--- src/rtl/array_sum.sv ---
// array_sum: streams a contiguous array from a 2R/1W memory, two
// elements per clock, accumulates an n-bit sum and writes it back.
// Ports: clk, rst (async, active-high); start/base_addr/len/dst_addr
// request; rd_addr1/rd_addr2 + rd_data1/rd_data2 read ports (registered
// read, 1-cycle latency); wr_addr/wr_data/wr_en write port; busy, done,
// result, ovf status.
// Build option: define ARRAY_SUM_SAT_EN for saturating accumulation;
// without it the sum wraps modulo 2^n.
module array_sum #(
    parameter int n = 8
) (
    input  logic         clk,
    input  logic         rst,
    input  logic         start,
    input  logic [n-1:0] base_addr,
    input  logic [n-1:0] len,
    input  logic [n-1:0] dst_addr,
    output logic [n-1:0] rd_addr1,
    output logic [n-1:0] rd_addr2,
    input  logic [n-1:0] rd_data1,
    input  logic [n-1:0] rd_data2,
    output logic [n-1:0] wr_addr,
    output logic [n-1:0] wr_data,
    output logic         wr_en,
    output logic         busy,
    output logic         done,
    output logic [n-1:0] result,
    output logic         ovf
);

    typedef enum logic [2:0] {
        IDLE,
        READ,
        DRAIN,
        WRITE,
        DONE
    } state_t;

    localparam logic [n-1:0] ONE = 1;
    localparam logic [n-1:0] TWO = 2;

    state_t       state;
    logic [n-1:0] rem;
    logic [n-1:0] dst;
    logic [n-1:0] acc;
    logic         v1;
    logic         v2;

    logic [n-1:0] a1;
    logic [n-1:0] a2;
    logic [n:0]   s1;
    logic [n:0]   s2;
    logic         carry;
    logic [n-1:0] acc_next;

    // Slot masks make acc_next equal acc when no pair is in flight,
    // so the accumulator can be updated unconditionally every edge.
    always_comb begin
        a1    = v1 ? rd_data1 : '0;
        a2    = v2 ? rd_data2 : '0;
        s1    = {1'b0, acc} + {1'b0, a1};
        s2    = {1'b0, s1[n-1:0]} + {1'b0, a2};
        carry = s1[n] | s2[n];
`ifdef ARRAY_SUM_SAT_EN
        acc_next = carry ? '1 : s2[n-1:0];
`else
        acc_next = s2[n-1:0];
`endif
    end

    always_ff @(posedge clk or posedge rst) begin
        if (rst) begin
            state    <= IDLE;
            rem      <= '0;
            dst      <= '0;
            acc      <= '0;
            v1       <= 1'b0;
            v2       <= 1'b0;
            rd_addr1 <= '0;
            rd_addr2 <= '0;
            wr_addr  <= '0;
            wr_data  <= '0;
            wr_en    <= 1'b0;
            busy     <= 1'b0;
            done     <= 1'b0;
            result   <= '0;
            ovf      <= 1'b0;
        end else begin
            acc      <= acc_next;
            ovf      <= ovf | carry;
            v1       <= 1'b0;
            v2       <= 1'b0;
            rd_addr1 <= '0;
            rd_addr2 <= '0;
            wr_addr  <= '0;
            wr_data  <= '0;
            wr_en    <= 1'b0;
            done     <= 1'b0;
            unique case (state)
                IDLE: begin
                    if (start) begin
                        acc  <= '0;
                        ovf  <= 1'b0;
                        dst  <= dst_addr;
                        rem  <= len;
                        busy <= 1'b1;
                        if (len != '0) begin
                            state    <= READ;
                            rd_addr1 <= base_addr;
                            rd_addr2 <= base_addr + ONE;
                        end else begin
                            state   <= WRITE;
                            wr_en   <= 1'b1;
                            wr_addr <= dst_addr;
                        end
                    end
                end
                READ: begin
                    v1  <= 1'b1;
                    v2  <= (rem != ONE);
                    rem <= (rem > TWO) ? rem - TWO : '0;
                    if (rem <= TWO) begin
                        state <= DRAIN;
                    end else begin
                        rd_addr1 <= rd_addr1 + TWO;
                        rd_addr2 <= rd_addr2 + TWO;
                    end
                end
                DRAIN: begin
                    // Final pair lands on this edge; write the updated sum.
                    state   <= WRITE;
                    wr_en   <= 1'b1;
                    wr_addr <= dst;
                    wr_data <= acc_next;
                end
                WRITE: begin
                    state  <= DONE;
                    result <= wr_data;
                    busy   <= 1'b0;
                    done   <= 1'b1;
                end
                DONE: begin
                    state <= IDLE;
                end
                default: begin
                    state <= IDLE;
                end
            endcase
        end
    end

endmodule

--- config.mk ---
export PLATFORM = sky130hd
export DESIGN_NAME = array_sum
export DESIGN_NICKNAME = d
export VERILOG_FILES = /design/src/rtl/array_sum.sv
export SDC_FILE = /design/constraint.sdc
export NUM_CORES = 1
export LEC_CHECK = 0
export CELL_PAD_IN_SITES_DETAIL_PLACEMENT = 1
export CELL_PAD_IN_SITES_GLOBAL_PLACEMENT = 1
export CORE_UTILIZATION = 39
export CTS_CLUSTER_DIAMETER = 40
export DETAILED_ROUTE_END_ITERATION = 7
export PLACE_DENSITY = 0.8
export SETUP_SLACK_MARGIN = 0.15
export SLEW_MARGIN = 10
export SYNTH_ARGS = -nofsm -noshare
export SYNTH_HDL_FRONTEND = slang
export SYNTH_SLANG_ARGS = --single-unit
--- constraint.sdc ---
create_clock -name clk -period 4.16 [get_ports clk]
set_input_delay 0.832 -clock clk [delete_from_list [all_inputs] [get_ports clk]]
set_output_delay 0.832 -clock clk [all_outputs]
set_load 0.005 [all_outputs]
==> out/metrics.cfg <==
[power_and_ir_drop]
cellPowerDensity_nw_per_um2 = 713
power.leakage_nw = 2.27
ir_worst_vdd_v = 0.000243

[critical_path]
critPathKind = input pin to register
arrival_ps = 3990
cp_max_fo = 5
cp-start-kind = input pin
required_ps = 4420
end_kind = register

[global_route]
grt_pass1_wl_um = 17000
antenna_found_initial = 0
overflow = 0
first_global_vias = 3521
grt_max_degree = 64
grt_usage_pct = 21.0

[final_layout]
diodes = 0
final_cell_area_sq_um = 5110
final_nets = 545
syn_to_final_growth_pct = 30.6
post-route-util_pct = 52.5
drive_gt1_share_pct = 8.68

[drt]
drc_errors = 0
totalWireLength_um = 10000
first_pass_iters = 4
wl_per_cell_um = 16.2
ant_nets = 0
dr_total_vias = 3264
via_per_inst = 5.29
drt-initial-drc-count = 61

[logic_synthesis]
yosys_most_used_dff = dfrtp_1
synth_edf_count = 0
synth_xor_area_share_pct = 5.37
synth-compound-area-share_pct = 17.7
synth_common_cells = 75 x nand2_1, 73 x dfrtp_1, 21 x ha_1, 20 x nor2_1, 18 x and2_1
yosys_warnings = 0
syn_area_sq_um = 3910
synth_cell_types = 55
synth_area_leaders = dfrtp_1 47%, nand2_1 7.2%, ha_1 6.7%
synth_mux_area_share_pct = 0.512
ys_ff_latch = 73
synthAdderAreaFrac_pct = 7.74
synth-simple-area-share_pct = 19.2
synth_top_area_cell = dfrtp_1
synth_async_sr_flop_share_pct = 100
synth_top_family_by_area = simple AND/OR/NAND/NOR gates
synth.most_common_cell = nand2_1
synth_fp_nets = 458
avgSynthCellArea_sq_um = 9.98
synth_cells = 392
synth_top_area_share_pct = 46.7
synth.yosys.seq_area_share_pct = 46.7

[clock_network]
cts_setup_buffers = 0
ctsHoldBuffers = 0
clkSinkCount = 73
clock_latency_ps = 350
cts.clk_slew.worst_paths_ps = 90
cts_max_level = 3
numCtsBuffers = 9
cts_tree = built
cts_root_buffer = clkbuf_8
cts-resized-gates = 0
cts_buffer_depth = 2

[min_path]
min_path_type = register to register

[die]
dieArea_sq_um = 10400
design.portCount = 87
core_area_sq_um = 9730
die_h_um = 102
start_util_pct = 40.2
fp.dieW_um = 102
rows = 36

[placed_design]
gp_congestion = 0.805
io_buffers = 86
dp_hpwl_um = 7610
dpl_cell_area_sq_um = 4920

[timing]
fmax_mhz = 269
fin_crit_sh_pct = 89.5
setup-tns-final_ps = 0
period_minus_slack_ps = 3720
setup_viol = 0
worstMarginPinSlew_ps = 692
grt_setup_unrepaired = no
hold_slack_ps = 480
slew_headroom_pct = 53.4
fin_skew_ps = 12.3
slew_violations = 0
hold_violations = 0

[flow_run]
cap_violations = 0

[status]
outcome = finished, final reports clean

[state kept, by name, summed over array words and instances (netlist names), 8 cells and up]
name and cells:
acc 8, wr_addr 8, rem 8, rd_addr1 8, rd_addr2 8, result 8
wr_data 8, dst 8
[layout make-up]
class / count / area [sq um]
clock buffers: 9 / 124
well taps: 133 / 166
inverters: 9 / 33.8
repair buffers: 90 / 903
multi-input cells: 296 / 2000
fillers: 1150 / 4620
flip-flops and latches: 73 / 1830
clock inverters: 7 / 60.1
[worst paths after layout]
kind	startpoint	to	slack, ps	depth (start not counted)
worst min register to register	wr_data[1]	result[1]	480	2
min in group asynchronous	rst	wr_addr[0]	730	2
worst max-delay path	rd_data1[0]	wr_data[7]	440	13
worst min-delay path	wr_data[1]	result[1]	480	2
max in group asynchronous	rst	acc[0]	2830	3
worst max register to register	v1	wr_data[7]	830	12
[per-layer routing]
metal  track usage, %  vias to the layer above  share of wire, %
li1                 -                     1564                 -
met1             27.7                     1614                46
met2             35.8                       75                50
met3             3.08                       11               3.4
met4             6.37                        0               1.1
met5                0                        -                 0
[metrics by stage]
step                power, mW  worst slack (ps)  std cells
finish                   3.65               437        617
floorplan                2.43               676        392
detailed placement       3.13              -115        601
global placement         3.05              68.0        601
global route             3.97               198        617
CTS                      3.68               224        617
[worst max-delay path, cell delays in order]
cell and delay, ps:
clkdlybuf4s50_1 390, and2_1 160, ha_1 220, fa_1 460, a211oi_2 260, o21bai_1 110, a21oi_1 180, xnor2_1 140
ha_1 300, a21o_1 220, a2111oi_2 360, o21ai_0 190, a21oi_1 170
[report_power, final]
| part | switching, mW | internal [mW] |
|---|---|---|
| clock | 0.301 | 0.227 |
| combinational | 0.977 | 0.900 |
| sequential | 0.247 | 0.996 |
[cells by family (layout without fill, tap and decap cells)]
family          after synthesis  in the layout
simple gates                155            155
compound gates               92             92
flops                        73             73
xor+xnor                     24             24
fa+ha+maj                    23             23
buf+inv                      23            115
mux                           2              2
[cells in the final DEF, fill, tap and decap left out, types with 2 or more instances in the layout]
cell,netlist,routed
clkdlybuf4s50_1,0,86
nand2_1,75,75
dfrtp_1,73,73
ha_1,21,21
nor2_1,20,20
and2_1,18,18
o21ai_0,17,17
xnor2_1,15,15
nor3_1,12,12
a21oi_1,11,11
xor2_1,9,9
clkbuf_8,0,9
nand3_1,8,8
a32o_1,8,8
o21a_1,8,8
inv_1,8,7
a21o_1,6,6
o22ai_2,6,6
nor4_1,4,4
o21ai_1,4,4
a31oi_1,3,3
a22o_1,3,3
o21ai_2,3,3
a221o_1,3,3
clkinvlp_4,0,3
inv_6,0,3
buf_4,1,3
a211oi_1,3,2
mux2i_1,2,2
a22oi_1,2,2
a21oi_2,2,2
nor3_2,2,2
o211ai_1,2,2
o21bai_1,2,2
nor2b_1,2,2
a211o_1,2,2
nor3b_1,2,2
or3_1,2,2
fa_1,2,2
No activity file was read; power rests on OpenSTA's default activity.
